**src/rtl/bit_serializer_pkg.sv**
```systemverilog
`default_nettype none
// ============================================================================
//  Module      : bit_serializer_pkg
//  Description : Shared types and constants for the bit serializer and the
//                serial sequence detector benches that it feeds.
//  Revision    : 1.0 - initial release
// ============================================================================
package bit_serializer_pkg;

    // Serializer control states
    typedef enum logic [0:0] {
        IDLE  = 1'b0,
        SHIFT = 1'b1
    } state_t;

    // Level driven on the serial line while no word is being shifted
    localparam logic IDLE_BIT_DEFAULT = 1'b0;

    // Width of the bit index counter for a given word width
    function automatic int cnt_width(input int width);
        return (width < 2) ? 1 : $clog2(width);
    endfunction

endpackage : bit_serializer_pkg
`default_nettype wire

```
**src/rtl/bit_serializer_if.sv**
```systemverilog
`default_nettype none
// ============================================================================
//  Module      : bit_serializer_if
//  Description : Parallel load handshake plus serial output bundle of the
//                bit serializer. The slave side is the serializer itself.
//  Revision    : 1.0 - initial release
// ============================================================================
interface bit_serializer_if
    import bit_serializer_pkg::*;
#(
    parameter int WIDTH = 8
);
    localparam int CNT_W = cnt_width(WIDTH);

    logic [WIDTH-1:0] load_data;
    logic             load_valid;
    logic             load_ready;
    logic             x;
    logic             bit_valid;
    logic [CNT_W-1:0] bit_cnt;
    logic             done;
    logic             busy;

    // Word producer / serial consumer side
    modport master (
        output load_data,
        output load_valid,
        input  load_ready,
        input  x,
        input  bit_valid,
        input  bit_cnt,
        input  done,
        input  busy
    );

    // Serializer side
    modport slave (
        input  load_data,
        input  load_valid,
        output load_ready,
        output x,
        output bit_valid,
        output bit_cnt,
        output done,
        output busy
    );

endinterface : bit_serializer_if
`default_nettype wire

```
**src/rtl/bit_serializer.sv**
```systemverilog
`default_nettype none
// ============================================================================
//  Module      : bit_serializer
//  Description : Accepts parallel words over valid/ready and shifts them out
//                one bit per clock on x. A one-word holding buffer lets words
//                stream back to back with no idle cycle between them.
//  Revision    : 1.0 - initial release
// ============================================================================
module bit_serializer
    import bit_serializer_pkg::*;
#(
    parameter int   WIDTH     = 8,
    parameter bit   MSB_FIRST = 1'b1,
    parameter logic IDLE_BIT  = IDLE_BIT_DEFAULT
) (
    input  wire              clk,
    input  wire              rst_n,
    bit_serializer_if.slave  bus
);

    localparam int             CNT_W    = cnt_width(WIDTH);
    localparam logic [CNT_W-1:0] LAST_IDX = CNT_W'(WIDTH - 1);

    // ------------------------------------------------------------------------
    // State
    // ------------------------------------------------------------------------
    state_t             state_q, state_d;
    logic [WIDTH-1:0]   shreg_q, shreg_d;     // bits still to be shifted
    logic [WIDTH-1:0]   hold_q, hold_d;       // holding buffer word
    logic               hold_full_q, hold_full_d;
    logic               x_q, x_d;
    logic [CNT_W-1:0]   bit_cnt_q, bit_cnt_d;

    // ------------------------------------------------------------------------
    // Control decode
    // ------------------------------------------------------------------------
    logic w_accept;
    logic w_last;
    logic w_load_hold;   // held word moves into the shifter
    logic w_load_in;     // input word goes straight into the shifter
    logic w_to_hold;     // input word parks in the holding buffer
    logic w_advance;     // step to the next bit of the current word

    // Ready only depends on the hold flag, never on load_valid.
    assign w_accept    = bus.load_valid && !hold_full_q;
    assign w_last      = (state_q == SHIFT) && (bit_cnt_q == LAST_IDX);
    assign w_load_hold = w_last && hold_full_q;
    assign w_load_in   = w_accept && ((state_q == IDLE) || (w_last && !hold_full_q));
    assign w_to_hold   = w_accept && (state_q == SHIFT) && !w_last;
    assign w_advance   = (state_q == SHIFT) && !w_last;

    // ------------------------------------------------------------------------
    // Bit-order dependent selection of the first bit and the remainder
    // ------------------------------------------------------------------------
    logic [WIDTH-1:0] w_load_word;
    logic             w_load_first;
    logic [WIDTH-1:0] w_load_rest;
    logic             w_shift_first;
    logic [WIDTH-1:0] w_shift_rest;

    // A held word always has priority over the input at the end of a word.
    assign w_load_word = hold_full_q ? hold_q : bus.load_data;

    generate
        if (MSB_FIRST) begin : g_msb_first
            assign w_load_first  = w_load_word[WIDTH-1];
            assign w_load_rest   = w_load_word << 1;
            assign w_shift_first = shreg_q[WIDTH-1];
            assign w_shift_rest  = shreg_q << 1;
        end else begin : g_lsb_first
            assign w_load_first  = w_load_word[0];
            assign w_load_rest   = w_load_word >> 1;
            assign w_shift_first = shreg_q[0];
            assign w_shift_rest  = shreg_q >> 1;
        end
    endgenerate

    // ------------------------------------------------------------------------
    // FSM
    // ------------------------------------------------------------------------

    // State register, cleared asynchronously
    always_ff @(posedge clk or negedge rst_n) begin
        if (!rst_n) begin
            state_q <= IDLE;
        end else begin
            state_q <= state_d;
        end
    end

    // Next state: leave SHIFT only when nothing is queued behind the last bit
    always_comb begin
        state_d = state_q;
        case (state_q)
            IDLE: begin
                if (w_accept) begin
                    state_d = SHIFT;
                end
            end
            SHIFT: begin
                if (w_last && !hold_full_q && !w_accept) begin
                    state_d = IDLE;
                end
            end
            default: state_d = IDLE;
        endcase
    end

    // Outputs are decoded from registers only
    always_comb begin
        bus.load_ready = !hold_full_q;
        bus.x          = x_q;
        bus.bit_valid  = (state_q == SHIFT);
        bus.bit_cnt    = bit_cnt_q;
        bus.done       = w_last;
        bus.busy       = (state_q == SHIFT) || hold_full_q;
    end

    // ------------------------------------------------------------------------
    // Datapath
    // ------------------------------------------------------------------------

    // Next shifter / hold contents for load, advance, park and drain cases
    always_comb begin
        shreg_d     = shreg_q;
        x_d         = x_q;
        bit_cnt_d   = bit_cnt_q;
        hold_d      = hold_q;
        hold_full_d = hold_full_q;

        if (w_load_hold || w_load_in) begin
            shreg_d   = w_load_rest;
            x_d       = w_load_first;
            bit_cnt_d = '0;
        end else if (w_advance) begin
            shreg_d   = w_shift_rest;
            x_d       = w_shift_first;
            bit_cnt_d = bit_cnt_q + CNT_W'(1);
        end else if (state_d == IDLE) begin
            x_d       = IDLE_BIT;
            bit_cnt_d = '0;
        end

        if (w_load_hold) begin
            hold_full_d = 1'b0;
        end
        if (w_to_hold) begin
            hold_d      = bus.load_data;
            hold_full_d = 1'b1;
        end
    end

    // Datapath registers; reset discards both the partial and the held word
    always_ff @(posedge clk or negedge rst_n) begin
        if (!rst_n) begin
            shreg_q     <= '0;
            x_q         <= IDLE_BIT;
            bit_cnt_q   <= '0;
            hold_q      <= '0;
            hold_full_q <= 1'b0;
        end else begin
            shreg_q     <= shreg_d;
            x_q         <= x_d;
            bit_cnt_q   <= bit_cnt_d;
            hold_q      <= hold_d;
            hold_full_q <= hold_full_d;
        end
    end

endmodule : bit_serializer
`default_nettype wire
```
**src/flat_wrapper.sv**
```systemverilog
// flat-port wrapper written by rule: the top's interface ports become plain ports
module bit_serializer_flat import bit_serializer_pkg::*;
#(
    parameter int   WIDTH     = 8,
    parameter bit   MSB_FIRST = 1'b1,
    parameter logic IDLE_BIT  = IDLE_BIT_DEFAULT
)
  (clk, rst_n, bus_load_data, bus_load_valid, bus_load_ready, bus_x, bus_bit_valid, bus_bit_cnt, bus_done, bus_busy);
  bit_serializer_if #(.WIDTH(WIDTH)) bus_i ();
  input  wire clk;
  input  wire rst_n;
  input wire logic [$bits(bus_i.load_data)-1:0] bus_load_data;
  input wire logic [$bits(bus_i.load_valid)-1:0] bus_load_valid;
  output wire logic [$bits(bus_i.load_ready)-1:0] bus_load_ready;
  output wire logic [$bits(bus_i.x)-1:0] bus_x;
  output wire logic [$bits(bus_i.bit_valid)-1:0] bus_bit_valid;
  output wire logic [$bits(bus_i.bit_cnt)-1:0] bus_bit_cnt;
  output wire logic [$bits(bus_i.done)-1:0] bus_done;
  output wire logic [$bits(bus_i.busy)-1:0] bus_busy;
  assign bus_i.load_data = bus_load_data;
  assign bus_i.load_valid = bus_load_valid;
  assign bus_load_ready = bus_i.load_ready;
  assign bus_x = bus_i.x;
  assign bus_bit_valid = bus_i.bit_valid;
  assign bus_bit_cnt = bus_i.bit_cnt;
  assign bus_done = bus_i.done;
  assign bus_busy = bus_i.busy;
  bit_serializer #(.WIDTH(WIDTH), .MSB_FIRST(MSB_FIRST), .IDLE_BIT(IDLE_BIT)) u_core (.clk(clk), .rst_n(rst_n), .bus(bus_i));
endmodule
```
**config.mk**
```make
export PLATFORM = sky130hd
export DESIGN_NAME = bit_serializer_flat
export DESIGN_NICKNAME = d
export VERILOG_FILES = /design/src/rtl/bit_serializer_pkg.sv /design/src/rtl/bit_serializer_if.sv /design/src/rtl/bit_serializer.sv /design/src/flat_wrapper.sv
export SDC_FILE = /design/constraint.sdc
export NUM_CORES = 1
export LEC_CHECK = 0
export ABC_CLOCK_PERIOD_IN_PS = 4600
export BUFFER_PORTS_ARGS = -buffer_cell sky130_fd_sc_hd__buf_4
export CAP_MARGIN = 0
export CORE_UTILIZATION = 50
export CTS_BUF_LIST = sky130_fd_sc_hd__clkbuf_4 sky130_fd_sc_hd__clkbuf_8
export DETAILED_ROUTE_END_ITERATION = 16
export PLACE_DENSITY = 0.72
export SYNTH_ARGS = -nofsm -noshare
export SYNTH_HDL_FRONTEND = slang
export SYNTH_SLANG_ARGS = --single-unit
```
**constraint.sdc**
```tcl
create_clock -name clk -period 4.6 [get_ports clk]
set_input_delay 0.46 -clock clk [delete_from_list [all_inputs] [get_ports clk]]
set_output_delay 0.46 -clock clk [all_outputs]
set_load 0.1 [all_outputs]
```
# == Yosys cells after proc, flatten, opt, wreduce, memory -nomap -nowiden ==
# Cells that the tools add are included.
# op_classes
add_sub_neg,1
mul,0
div_mod_pow,0
order_cmp,0
eq_ne,2
n_shift,0
n_mux,14
bitwise_logic,1
reduce_logical,17
# op_table
operator,n
8-bit 2-to-1 mux,3
1-bit logical AND,9
3-bit 2-to-1 mux,3
1-bit 2-to-1 mux,7
2-bit nonzero test,2
3-bit by 1-bit adder with 3-bit output (second input constant),1
3-bit == test (second input constant),1
1-bit zero test,3
1-bit logical OR,3
3-bit != test (second input constant),1
1-bit case mux with 2 select lines,1
1-bit inverter,1
# totals
reg_bits,22
latchBits,0
ram_bits,0
rom_bits,0
input_bits,11
output_inout_bits,8
wordCells,41
memories,0

# == Depth between registers and ports, before layout ==
# depth
depth_word,9
mapped_depth,6
ltp_nobuf,5

# == Least setup slack after synthesis ==
# No wires, ideal clock.
# synth_timing
path_type,reg2out
startpoint,"reg u_core.bit_cnt_q[0], in the netlist u_core.bus.bit_cnt[0]"
endpoint,out bus_done
arrival_ns,2.310
required_time_ns,4.140
setup_slack_ns,1.830
stages_incl_launch_ff,5
path_buffers,1
path_cell_list,dfrtp_1 ha_1 ha_1 buf_2 and2_1
# synth_via
elab_chain_len,2
# synth_lines
item,line,source
start: declaration,bit_serializer.sv:32,"logic [CNT_W-1:0] bit_cnt_q, bit_cnt_d;"
start signal: assignment,bit_serializer.sv:164,bit_cnt_q <= bit_cnt_d;
3-bit == test,bit_serializer.sv:46,assign w_last = (state_q == SHIFT) && (bit_cnt_q == LAST_IDX);
1-bit logical AND,bit_serializer.sv:46,
end: declaration,flat_wrapper.sv:18,output wire logic [$bits(bus_i.done)-1:0] bus_done;
# No other way between the ends.

# == Worst setup path after layout ==
# Same ends and word-level chain as after synthesis.

==> out/metrics.json <==
{
  "fin_setup_tns_ns": 0,
  "clkSlewWorstSetupHoldPaths_ns": 0.11,
  "synthesis.instances": 83,
  "grt_use_total_pct": 21.80,
  "routed_wl_um": 1874,
  "cts_hold_buf": 0,
  "post_synth_instance_area_sq_um": 982.2,
  "p_leak_nw": 0.5321,
  "drc": 0,
  "core.rowCount": 15,
  "cts-buffers-inserted": 3,
  "mappedNetlistNets": 96,
  "maxCapViolations": 0,
  "dpl.hpwl_um": 1282,
  "run_status": "complete, no violations",
  "critPathLaunchType": "register",
  "worstPathMaxFanout": 12,
  "antenna-diode-count": 0,
  "clock_tree.root_cell": "sky130_fd_sc_hd__clkbuf_4",
  "synth.yosys.seq_area_share_pct": 53.50,
  "grt_max_degree": 22,
  "dr_total_vias": 707,
  "skew_ns": 0.002118,
  "period_minus_slack_ns": 2.187,
  "worstMarginPinSlew_ns": 0.5792,
  "postSynthRegisterBits": 21,
  "grt_pass1_vias": 688,
  "routed_via_density": 5.611,
  "synthesis.yosys.warnings": 0,
  "chipWidth_um": 46.32,
  "critPathRequiredTime_ns": 4.14,
  "irDropWorstVdd_mv": 0.4095,
  "report.final.setup_viol": 0,
  "ctsHtreeMaxLevel": 1,
  "fin_nets": 115,
  "post_synth_main_area_contributors": "sky130_fd_sc_hd__dfrtp_1, sky130_fd_sc_hd__mux2_4, sky130_fd_sc_hd__nand2_1",
  "rsz_0062_raised_after_global_routing": "no",
  "timing.hold.worst.class": "in -> async",
  "cts.sink_count": 21,
  "final-instance-count-excl-fill": 126,
  "n_fill_cell": 151,
  "number_of_antenna_violations_at_the_first_check_in_global_routing": 0,
  "synthDominantCellAreaShare_pct": 53.50,
  "drt-initial-drc-count": 14,
  "cts_max_path_buffers": 2,
  "antenna_violating_nets_remaining": 0,
  "yosys.cell_count.top_type": "sky130_fd_sc_hd__dfrtp_1",
  "cellPowerDensity_nw_per_um2": 806.0,
  "report.final.hold_viol_count": 0,
  "synthTopCellsByCount": "sky130_fd_sc_hd__dfrtp_1, sky130_fd_sc_hd__nand2_1, sky130_fd_sc_hd__mux2_4",
  "final.period_utilization_pct": 47.55,
  "post_cts_resized": 0,
  "cts_setup_buffers": 0,
  "synth_enable_flop_cells": 0,
  "area_growth_syn_to_layout_pct": 17.58,
  "dp.cells": 122,
  "clk_latency_ns": 0.29,
  "async_reset_ff_share_pct": 100.0,
  "synthFlopType": "sky130_fd_sc_hd__dfrtp_1",
  "grt_overflow": 0,
  "placement.io_buffers": 18,
  "post-synth-top-area-cell": "sky130_fd_sc_hd__dfrtp_1",
  "layout-drive-gt1-share_pct": 32.67,
  "core_sq_um": 1783,
  "worst-endpoint-arrival_ns": 1.73,
  "initial_core_util_pct": 55.09,
  "multi_input_comb_area_sq_um": 425.4,
  "worst_slack_ns": 2.413,
  "layout.area.seq_sq_um": 525.5,
  "routed_wire_length_per_instance_um": 14.87,
  "postLayoutCoreUtil_pct": 64.77,
  "gp_routability_congestion": 0.7612,
  "slew_headroom_pct": 61.13,
  "clock_tree_from_tritoncts": "yes",
  "max_freq_mhz": 457.2,
  "floorplan.die_area_sq_um": 2146,
  "worst_setup_path_end_kind": "output pin",
  "synthesis.area_per_instance_sq_um": 11.83,
  "slew_viol_final": 0,
  "drt-pass1-iter-count": 4,
  "classification_of_the_worst_setup_path": "reg -> out",
  "final.hold.worst_slack_ns": 0.02299,
  "synth.lib_cells_used.distinct": 23,
  "dpl_worst_slack_ns": 2.697,
  "grt_first_pass_wirelength_um": 3243,
  "floorplan.io_pins": 19,
  "height_of_the_die_um": 46.32
}
[final timing paths]
path	from	end	slack, ns	depth (start not counted)
max	u_core.bus.bit_cnt[0]	bus_done	2.41	4
min	rst_n	u_core.shreg_q[1]	0.02	1
max in group asynchronous	rst_n	u_core.bus.x	4.36	1
max reg2reg	u_core.bus.bit_cnt[0]	u_core.hold_q[3]	2.69	5
min in group clk	bus_load_data[1]	u_core.hold_q[1]	0.39	2
min reg2reg	u_core.bus.bit_cnt[0]	u_core.bus.bit_cnt[0]	0.48	1
[placed cells by master (no fill, tap or decap), drive strengths merged]
| master | synthesis | routed |
|---|---|---|
| nand2b | 2 | 2 |
| o21ai | 2 | 2 |
| mux2 | 8 | 8 |
| inv | 2 | 2 |
| nor2 | 4 | 4 |
| a21bo | 1 | 1 |
| buf | 2 | 18 |
| nor2b | 2 | 2 |
| and3 | 2 | 2 |
| a211oi | 2 | 2 |
| nand2 | 14 | 14 |
| nor3 | 1 | 1 |
| a22oi | 1 | 1 |
| dfrtp | 21 | 21 |
| and2 | 1 | 1 |
| o22ai | 7 | 7 |
| ha | 2 | 2 |
| a32oi | 6 | 6 |
| or2 | 1 | 1 |
| clkbuf | 2 | 4 |
[area by class of cell]
cell class	instances	share of cell area, %
Clock buffer	4	2.600
Inverter	2	0.6501
Multi-Input combinational cell	56	36.84
Sequential cell	21	45.50
Tap cell	25	2.709
Timing Repair Buffer	18	11.70
[logic make-up (layout without fill, tap and decap cells)]
group                    after synthesis  in the layout  synth area share (%)
AND/OR/NAND/NOR                       27             27                 14.40
flip-flops                            21             21                 53.50
AO/OA/AOI/OAI                         19             19                 14.14
multiplexers                           8              8                 12.23
buffers and inverters                  6             24                 3.185
adder cells (fa/ha/maj)                2              2                 2.547
[power by group]
| group | leakage (nW) | switching [mW] | total (mW) | internal, mW |
|---|---|---|---|---|
| combinational | 0.266 | 0.322 | 0.496 | 0.174 |
| clock | 0.0184 | 0.0533 | 0.0929 | 0.0396 |
| sequential | 0.248 | 0.0675 | 0.342 | 0.275 |
[per-stage QoR]
| step | total power [mW] | area (sq um) |
|---|---|---|
| 2_1_floorplan | 0.7402 | 982.2 |
| 3_3_place_gp | 0.8347 | 1125 |
| 3_5_place_dp | 0.8424 | 1125 |
| 4_1_cts | 0.9352 | 1155 |
| 5_1_grt | 0.9981 | 1155 |
| 6_report | 0.9308 | 1155 |
[sequential cells by signal, indices dropped and copies added, names as in the netlist]
| name | flops |
|---|---|
| u_core.bus.bit_cnt | 3 |
| u_core.bus.bit_valid | 1 |
| u_core.bus.x | 1 |
| u_core.hold_full_q | 1 |
| u_core.hold_q | 8 |
| u_core.shreg_q | 7 |
[worst max-delay path, stage by stage, from the launching register on]
cell and delay [ns]:
sky130_fd_sc_hd__dfrtp_1 0.39, sky130_fd_sc_hd__ha_1 0.16, sky130_fd_sc_hd__ha_1 0.38, sky130_fd_sc_hd__and2_1 0.20, sky130_fd_sc_hd__buf_4 0.29
[metal layers]
layer / track usage, % / routed length, um
met5: 0 / 0
met4: 8.824 / 15
met3: 3.529 / 99
met2: 33.06 / 843
met1: 30.75 / 915
Power figures use the tool's default switching activity.
